`src/rtl/sd_decimator.sv`:
```
// rtl/sd_decimator.sv - 1-bit sigma-delta bitstream to 8-bit PCM decimator (divider, ones counter, scaler)
module sd_decimator #(
    parameter int CLK_DIV  = 12,
    parameter int DEC_LOG2 = 7
) (
    input  logic       CLK_24MHZ,
    input  logic       RST,
    input  logic       pdm_i,
    output logic       bit_clk_o,
    output logic [7:0] sample_o,
    output logic       sample_valid_o
);

    localparam int DIV_W  = $clog2(CLK_DIV);
    localparam int ACC_W  = DEC_LOG2 + 1;
    localparam int WIDE_W = ACC_W + 8;
    localparam int SHL    = (DEC_LOG2 <= 8) ? (8 - DEC_LOG2) : 0;
    localparam int SHR    = (DEC_LOG2 > 8) ? (DEC_LOG2 - 8) : 0;

    typedef enum logic {FLUSH, RUN} state_t;

    logic                sync1_q, sync1_d;
    logic                sync2_q, sync2_d;
    logic [DIV_W-1:0]    div_cnt_q, div_cnt_d;
    logic [DEC_LOG2-1:0] bit_cnt_q, bit_cnt_d;
    logic [ACC_W-1:0]    acc_q, acc_d;
    state_t              state_q, state_d;
    logic                bit_clk_q, bit_clk_d;
    logic [7:0]          sample_q, sample_d;
    logic                valid_q, valid_d;

    logic                bit_stb;
    logic                win_end;
    logic [ACC_W-1:0]    v;
    logic [WIDE_W-1:0]   wide;
    logic [7:0]          scaled;

    always_comb begin
        sync1_d   = pdm_i;
        sync2_d   = sync1_q;
        bit_stb   = (div_cnt_q == DIV_W'(CLK_DIV - 1));
        div_cnt_d = bit_stb ? '0 : div_cnt_q + 1'b1;
        bit_clk_d = (div_cnt_d < DIV_W'(CLK_DIV / 2));
        win_end   = bit_stb && (bit_cnt_q == '1);
        bit_cnt_d = bit_stb ? bit_cnt_q + 1'b1 : bit_cnt_q;

        // v already includes the bit sampled on the closing strobe
        v = acc_q + ACC_W'(sync2_q);
        acc_d = acc_q;
        if (bit_stb) begin
            acc_d = win_end ? '0 : v;
        end

        wide   = (WIDE_W'(v) << SHL) >> SHR;
        scaled = (wide > WIDE_W'(255)) ? 8'hFF : wide[7:0];

        state_d  = state_q;
        sample_d = sample_q;
        valid_d  = 1'b0;
        if (win_end) begin
            if (state_q == FLUSH) begin
                state_d = RUN;
            end else begin
                sample_d = scaled;
                valid_d  = 1'b1;
            end
        end
    end

    always_ff @(posedge CLK_24MHZ or posedge RST) begin
        if (RST) begin
            sync1_q   <= 1'b0;
            sync2_q   <= 1'b0;
            div_cnt_q <= '0;
            bit_cnt_q <= '0;
            acc_q     <= '0;
            state_q   <= FLUSH;
            bit_clk_q <= 1'b0;
            sample_q  <= 8'd0;
            valid_q   <= 1'b0;
        end else begin
            sync1_q   <= sync1_d;
            sync2_q   <= sync2_d;
            div_cnt_q <= div_cnt_d;
            bit_cnt_q <= bit_cnt_d;
            acc_q     <= acc_d;
            state_q   <= state_d;
            bit_clk_q <= bit_clk_d;
            sample_q  <= sample_d;
            valid_q   <= valid_d;
        end
    end

    assign bit_clk_o      = bit_clk_q;
    assign sample_o       = sample_q;
    assign sample_valid_o = valid_q;

endmodule

```
`config.mk`:
```
export PLATFORM = sky130hd
export DESIGN_NAME = sd_decimator
export DESIGN_NICKNAME = d
export VERILOG_FILES = /design/src/rtl/sd_decimator.sv
export SDC_FILE = /design/constraint.sdc
export NUM_CORES = 1
export LEC_CHECK = 0
export ABC_AREA = 0
export CORE_UTILIZATION = 50
export CTS_CLUSTER_SIZE = 28
export DETAILED_ROUTE_END_ITERATION = 8
export GPL_TIMING_DRIVEN = 0
export PLACE_DENSITY = 0.71
export SYNTH_ARGS = -nofsm -noshare
export SYNTH_HDL_FRONTEND = slang
export SYNTH_SLANG_ARGS = --single-unit
```
`constraint.sdc`:
```
create_clock -name CLK_24MHZ -period 5.1 [get_ports CLK_24MHZ]
set_input_delay 1.53 -clock CLK_24MHZ [delete_from_list [all_inputs] [get_ports CLK_24MHZ]]
set_output_delay 1.53 -clock CLK_24MHZ [all_outputs]
set_load 0.05 [all_outputs]
```
==> After elaboration in Yosys (flattened, before gate mapping) <==
Cells that the tools add are included.
{ "totals": {"regBits": 32, "latch_bits": 0, "ramBits": 0, "rom_bits": 0, "in_bits": 3, "output_inout_bits": 10, "elab_cells": 23, "memories": 0} }
{ "op_classes": {"add_sub_neg": 3, "n_mul": 0, "n_div": 0, "magnitude_cmp": 2, "n_eq_ne": 2, "n_shift": 0, "muxes": 5, "n_bitwise": 0, "reduce_logical": 2} }
{ "op_table": {"columns": ["operator", "n"], "rows": [
  ["8-bit 2-to-1 mux", 2],
  ["9-bit by 8-bit > comparator with 1-bit output, second input constant", 1],
  ["8-bit by 1-bit adder with 8-bit output", 1],
  ["7-bit by 1-bit adder with 7-bit output, second input constant", 1],
  ["7-bit equality test, second input constant", 1],
  ["4-bit by 1-bit adder with 4-bit output, second input constant", 1],
  ["4-bit equality test, second input constant", 1],
  ["4-bit by 3-bit less-than comparator with 1-bit output, second input constant", 1],
  ["4-bit 2-to-1 mux", 1],
  ["1-bit 2-to-1 mux", 2],
  ["2-bit AND reduction", 1],
  ["1-bit logical AND", 1]
]} }

==> Longest topological paths before layout <==
Gate-level depths: netlist (run 1).
{ "depth": {"word_depth": 3, "mapped_depth": 6, "mapped_depth_nobuf": 6} }

==> Worst setup path after synthesis (run 1) <==
Ideal clock, no wire load.
{ "synth_timing": {"path_kind": "register to output", "start": "reg sample_q[0], in the netlist sample_o[0]", "end": "out sample_o[0]", "arrival_ns": 0.601, "required_ns": 3.570, "path_slack_ns": 2.969, "path_stages_with_launch": 1, "n_path_buf": 0, "cell_sequence": "dfrtp_1"} }
{ "synth_rtl": {"columns": ["item", "line_no", "text"], "rows": [
  ["start: declaration", "29", "logic [7:0] sample_q, sample_d;"],
  ["start signal: assignment", "89", "sample_q <= sample_d;"],
  ["end: declaration", "10", "output logic [7:0] sample_o,"]
]} }
No word-level cell between the ends.

==> Final worst setup path (run 1) <==
{ "layout_timing": {"start": "reg sample_q[4], in the netlist sample_o[4]", "end": "out sample_o[4]"} }
No word-level cell between the ends.

==> results of run 1 <==
-- layout make-up --
cell class | instances | area, sq um | share of cell area
Multi-Input combinational cell | 95 | 625.6 | 0.3631
Clock buffer | 5 | 37.54 | 0.02179
Tap cell | 31 | 38.79 | 0.02251
Sequential cell | 32 | 800.8 | 0.4648
Inverter | 1 | 3.754 | 0.002179
Buffer | 4 | 26.28 | 0.01525
Clock inverter | 3 | 42.54 | 0.02469
Timing Repair Buffer | 13 | 147.6 | 0.08569
-- how the worst min path moves through the flow --
stage	end	slack, ns	cells past startpoint
global placement	sync2_q	0.33	0
finish	sync2_q	0.37	0
global route	sync2_q	0.38	0
detailed placement	sync2_q	0.34	0
floorplan	sync2_q	0.33	0
CTS	sync2_q	0.37	0
-- registers in the layout (all words and copies together) (netlist names) --
register	count
acc_q	8
div_cnt_q	4
sync1_q	1
bit_cnt_q	7
state_q	1
sample_o	8
bit_clk_o	1
sync2_q	1
sample_valid_o	1
-- logic make-up (layout without fill, tap and decap cells) --
group,Yosys count,count (layout),share of synthesized area
AO/OA/AOI/OAI,28,28,0.1271
XOR/XNOR,11,11,0.06616
adder cells (fa/ha/maj),4,4,0.03437
buffers and inverters,5,26,0.02061
flip-flops,32,32,0.5498
multiplexers,3,3,0.02234
AND/OR/NAND/NOR,49,49,0.1796
-- synth_stat cells, types with 2 or more instances --
| cell type | count | share of area |
|---|---|---|
| a22o_1 | 5 | 0.030 |
| o22a_1 | 2 | 0.012 |
| and3b_1 | 2 | 0.012 |
| xor2_1 | 3 | 0.018 |
| and4_4 | 2 | 0.015 |
| a21oi_1 | 7 | 0.024 |
| mux2_2 | 2 | 0.015 |
| nor3_1 | 2 | 0.0069 |
| o21ai_0 | 6 | 0.021 |
| buf_2 | 3 | 0.010 |
| a21o_1 | 3 | 0.015 |
| nand4_1 | 2 | 0.0086 |
| ha_1 | 4 | 0.034 |
| nand3_1 | 5 | 0.017 |
| nor2_1 | 12 | 0.031 |
| dfrtp_1 | 32 | 0.55 |
| nand2_1 | 14 | 0.036 |
| xnor2_1 | 8 | 0.048 |
-- power groups by stage --
stage               Combinational (mW)  Clock, mW  Sequential, mW
detailed placement              0.0241          0           0.267
global placement                0.0230          0           0.267
CTS                             0.0242      0.199           0.262
floorplan                       0.0176          0           0.266
global route                    0.0307      0.208           0.263
finish                          0.0263      0.192           0.262
-- per-layer routing --
metal | share of wire | track usage | wire length [um]
met1 | 0.44 | 0.2157 | 1126
met5 | 0 | 0 | 0
met3 | 0.029 | 0.07907 | 73
met2 | 0.51 | 0.3282 | 1306
met4 | 0.017 | 0.1010 | 44
-- stage by stage --
step                cell area, sq um  hold slack [ns]  utilization  instances
global route                    1723           0.3818       0.6248        184
detailed placement              1615           0.3396       0.5858        175
finish                          1723           0.3654       0.6248        184
floorplan                       1456           0.3312            -        132
global placement                1615           0.3316       0.5858        175
CTS                             1695           0.3651       0.6148        183
-- cell usage in the layout (no fill, tap or decap), drive strengths merged, types with 3 or more instances in the layout --
cell type | synthesis | routed
a21o | 3 | 3
a21oi | 7 | 7
a22o | 5 | 5
and4 | 3 | 3
buf | 4 | 5
clkbuf | 0 | 5
clkdlybuf4s50 | 0 | 12
dfrtp | 32 | 32
ha | 4 | 4
nand2 | 14 | 14
nand3 | 5 | 5
nor2 | 12 | 12
o21ai | 7 | 7
xnor2 | 8 | 8
xor2 | 3 | 3
==> key figures, run 1 <==
Status
  – Status: complete, no violations

Yosys
  – Synth Instances: 132
  – Synthesis-stage register bit count: 32
  – Register area share after synthesis: 0.5498
  – Synthesized area: 0.001456 sq mm
  – Mapped Nets: 139
  – EDFF count, synth: 0
  – Synth Flop Type: dfrtp_1
  – Synth unique cells: 36
  – Asr flop ratio synth: 1.000
  – Syn. warnings: 0
  – Avg Cell Area, Syn: 11.03 sq um

Floorplanning
  – Die W: 55.97 um
  – Row cnt: 19
  – Io pins: 13
  – Starting Density: 0.5281
  – Die Footprint: 0.003133 sq mm
  – Chip height: 55.97 um
  – Core area: 0.002758 sq mm

STA
  – Slew headroom: 0.5639
  – Hold Vio Cnt, Final: 0
  – Endpoints failing setup: 0
  – Period utilization: 0.5954
  – Setup TNS: 0 ns
  – Worst-Margin Slew: 0.6535 ns
  – Final Slew Violations: 0
  – Peak Freq: 329.3 MHz
  – Final setup margin: 2.064 ns
  – RSZ-0062 raised after global routing: false
  – Worst Clk Skew: 0.009236 ns
  – Fin crit period: 3.036 ns

Global route
  – Largest net degree at the start of global routing: 33
  – GRT overflow: 0
  – Vias in the first global route: 1056
  – GRT Total Usage: 0.1970
  – First-pass GRT wire length: 4664 um
  – Initial antenna violation count: 0

Clocking
  – Hold buffers post-CTS: 0
  – Post-CTS Setup Bufs: 0
  – Skew-Pair Late Insertion Delay: 0.34 ns
  – H-tree depth: 2
  – Cts bufs inserted: 5
  – CTS tree: done
  – Clock-pin slew on the worst setup and hold paths: 0.11 ns
  – CTS root buf: clkbuf_4
  – CTS sink cnt: 32
  – # resized after CTS: 0
  – CTS max path bufs: 2

Route
  – Drt drc: 0
  – Initial DRC Count: 17
  – Pre-antenna DRT Iters: 4
  – Vias per cell: 5.647
  – Total wire length: 2551 um
  – Drt wl/cell: 13.86 um
  – Via count: 1039
  – Antenna-violating nets left: 0

Setup path
  – CP top delay family: buffers and inverters
  – Worst path max stage delay: 0.80 ns
  – Crit-path cells: clkdlybuf4s50_1
  – Req. time, crit path: 3.57 ns
  – Worst EP arrival: 1.51 ns
  – Crit path capture: sample_o[4]
  – Crit path depth: 1
  – Nature of the critical path endpoint: output port
  – CP Class: reg -> out
  – FF-to-FF End: sample_o[7]
  – Worst Setup SP: sample_o[4]
  – Slowest-stage cell, CP: clkdlybuf4s50_1
  – Crit path launch type: register
  – Worst-path maximum fanout: 2
  – CP bufs+invs: 1
  – Reg2reg start: acc_q[0]
  – Register-to-register setup slack: 3.28 ns
  – Worst R2R Path Depth: 6

Power
  – Pwr Density: 279.0 mW/mm^2
  – Sequential share of power: 0.546
  – Power Internal: 0.3721 mW
  – Worst VDD drop: 260.8 uV
  – Clock share of power: 0.400
  – Pwr Total: 0.4807 mW
  – Switch share: 0.2259
  – Net Switching: 0.1086 mW
  – Lkg Pwr: 0.7803 nW
  – Power share of the combinational group: 0.055

Cells and area
  – Fillers: 260
  – Antenna diodes: 0
  – Area Overhead vs Synth: 18.30%
  – Ratio of cells with drive above 1 in the final layout: 0.1176
  – Final #Nets: 159

Place
  – Place WS: 2.104 ns
  – IO buf count: 12
  – DP Wirelength: 1779 um
  – Gp weighted congestion: 0.7980

Min path
  – Hold Path Origin: sync1_q
  – Worst min-delay path category: reg -> reg

Flow run
  – Max-cap violations: 0
(Power assumes the default switching activity.)
==> run 2, diff against run 1 <==
--- a/config.mk
+++ b/config.mk
@@ -10,7 +10,7 @@
 export CTS_CLUSTER_SIZE = 28
 export DETAILED_ROUTE_END_ITERATION = 8
 export GPL_TIMING_DRIVEN = 0
-export PLACE_DENSITY = 0.71
+export PLACE_DENSITY = 0.73
 export SYNTH_ARGS = -nofsm -noshare
 export SYNTH_HDL_FRONTEND = slang
 export SYNTH_SLANG_ARGS = --single-unit
==> constraint.sdc (replaced) <==
create_clock -name CLK_24MHZ -period 2.53 [get_ports CLK_24MHZ]
set_input_delay 0.759 -clock CLK_24MHZ [delete_from_list [all_inputs] [get_ports CLK_24MHZ]]
set_output_delay 0.759 -clock CLK_24MHZ [all_outputs]
set_load 0.05 [all_outputs]
==> key figures, run 2 (synthesis results as in run 1) <==
Setup path
  – Crit path launch type: register
  – Register-to-register setup slack: 0.71 ns
  – Worst-path maximum fanout: 2
  – Req. time, crit path: 1.77 ns
  – Crit path depth: 1
  – Worst EP arrival: 1.50 ns
  – Reg2reg start: acc_q[0]
  – CP Class: reg -> out
  – Worst R2R Path Depth: 6
  – CP top delay family: buffers and inverters
  – Crit-path cells: clkdlybuf4s50_1
  – CP bufs+invs: 1
  – Worst path max stage delay: 0.81 ns
  – Nature of the critical path endpoint: output port
  – FF-to-FF End: sample_o[7]
  – Slowest-stage cell, CP: clkdlybuf4s50_1

Global route
  – First-pass GRT wire length: 4264 um
  – GRT Total Usage: 0.1813
  – Vias in the first global route: 969
  – Initial antenna violation count: 0
  – Largest net degree at the start of global routing: 33
  – GRT overflow: 0

Power
  – Pwr Total: 0.8602 mW
  – Power Internal: 0.6457 mW
  – Clock share of power: 0.332
  – Lkg Pwr: 0.7614 nW
  – Sequential share of power: 0.615
  – Switch share: 0.2494
  – Power share of the combinational group: 0.054
  – Worst VDD drop: 428.0 uV
  – Net Switching: 0.2145 mW
  – Pwr Density: 514.6 mW/mm^2

Route
  – Drt drc: 0
  – Antenna-violating nets left: 0
  – Drt wl/cell: 13.08 um
  – Pre-antenna DRT Iters: 4
  – Total wire length: 2394 um
  – Initial DRC Count: 18
  – Via count: 1004
  – Vias per cell: 5.486

STA
  – Setup TNS: 0 ns
  – RSZ-0062 raised after global routing: false
  – Peak Freq: 442.9 MHz
  – Worst Clk Skew: 0.004842 ns
  – Period utilization: 0.8923
  – Min Hold Slack: 0.3574 ns
  – Worst-Margin Slew: 1.163 ns
  – Fin crit period: 2.258 ns
  – Final setup margin: 0.2724 ns
  – Slew headroom: 0.2240
  – Hold Vio Cnt, Final: 0
  – Final Slew Violations: 0
  – Endpoints failing setup: 0

Clocking
  – Clock-pin slew on the worst setup and hold paths: 0.10 ns
  – CTS max path bufs: 2
  – Hold buffers post-CTS: 0
  – # resized after CTS: 0
  – CTS sink cnt: 32
  – Post-CTS Setup Bufs: 0
  – CTS root buf: clkbuf_4
  – Cts bufs inserted: 5
  – Skew-Pair Late Insertion Delay: 0.34 ns
  – H-tree depth: 2
  – CTS tree: done

Place
  – Place WS: 0.3524 ns
  – DP Wirelength: 1716 um
  – Gp weighted congestion: 0.7710
  – Post-Place Cells: 175
  – IO buf count: 12

Min path
  – Worst min-delay path category: reg -> reg
  – Hold Path Origin: sync1_q
  – Hold EP: sync2_q
  – Hold depth: 0

Floorplanning
  – Die W: 55.97 um
  – Die Footprint: 0.003133 sq mm
  – Core area: 0.002758 sq mm
  – Chip height: 55.97 um
  – Row cnt: 19
  – Starting Density: 0.5281
  – Io pins: 13

Cells and area
  – Ratio of cells with drive above 1 in the final layout: 0.1118
  – Antenna diodes: 0
  – Most common cell after layout, fill and taps aside: dfrtp_1
  – Commonest cells after routing, fill and taps aside: 32 x dfrtp_1, 14 x nand2_1, 12 x nor2_1, 12 x clkdlybuf4s50_1, 8 x xnor2_1
  – Area Overhead vs Synth: 14.78%
  – Final #Nets: 158
  – Layout Cells excl Fill: 183

Flow run
  – Max-cap violations: 0

Status
  – Status: complete, no violations
run 2: changes by cell type in the layout (fill, tap and decap cells not counted), sizes merged:
cell	delta
clkinv	+2
buf	-1
bufinv	-1
clkinvlp	-1
run 2: final cells by class:
class	instances	area, sq um
Clock buffer	5	37.54
Inverter	1	3.754
Buffer	4	26.28
Sequential cell	32	800.8
Timing Repair Buffer	12	120.1
Clock inverter	3	18.77
Multi-Input combinational cell	95	625.6
Tap cell	31	38.79
Fill cell	258	1086
run 2: stage by stage:
| stage | utilization | instance area (sq um) |
|---|---|---|
| after global routing | 0.6062 | 1672 |
| final | 0.6062 | 1672 |
| after floorplan | - | 1456 |
| after CTS | 0.6062 | 1672 |
| after detailed placement | 0.5858 | 1615 |
| after global placement | 0.5858 | 1615 |
run 2: metal layers:
layer | global-route usage | up-vias | part of all wire | routed length, um
met1 | 0.2231 | 479 | 0.46 | 1103
met2 | 0.2823 | 14 | 0.49 | 1171
met4 | 0.08362 | 0 | 0.019 | 46
li1 | - | 506 | - | -
met3 | 0.06977 | 5 | 0.030 | 73
met5 | 0 | - | 0 | 0
run 2: how the worst max path moves through the flow:
| stage | startpoint | endpoint | slack, ns |
|---|---|---|---|
| 6_report | sample_o[4] | sample_o[4] | 0.27 |
| 5_1_grt | sample_o[6] | sample_o[6] | 0.21 |
| 4_1_cts | sample_o[0] | sample_o[0] | 0.24 |
| 3_5_place_dp | RST | bit_cnt_q[5] | 0.35 |
| 3_3_place_gp | RST | sample_o[7] | 0.37 |
| 2_1_floorplan | acc_q[0] | sample_o[7] | 0.85 |
run 2: power by group through the flow:
stage,Combinational (mW),Sequential [mW],Clock (mW)
3_3_place_gp,0.0458,0.538,0
4_1_cts,0.0478,0.529,0.301
3_5_place_dp,0.0474,0.539,0
6_report,0.0461,0.529,0.285
2_1_floorplan,0.0355,0.537,0
5_1_grt,0.0547,0.531,0.317
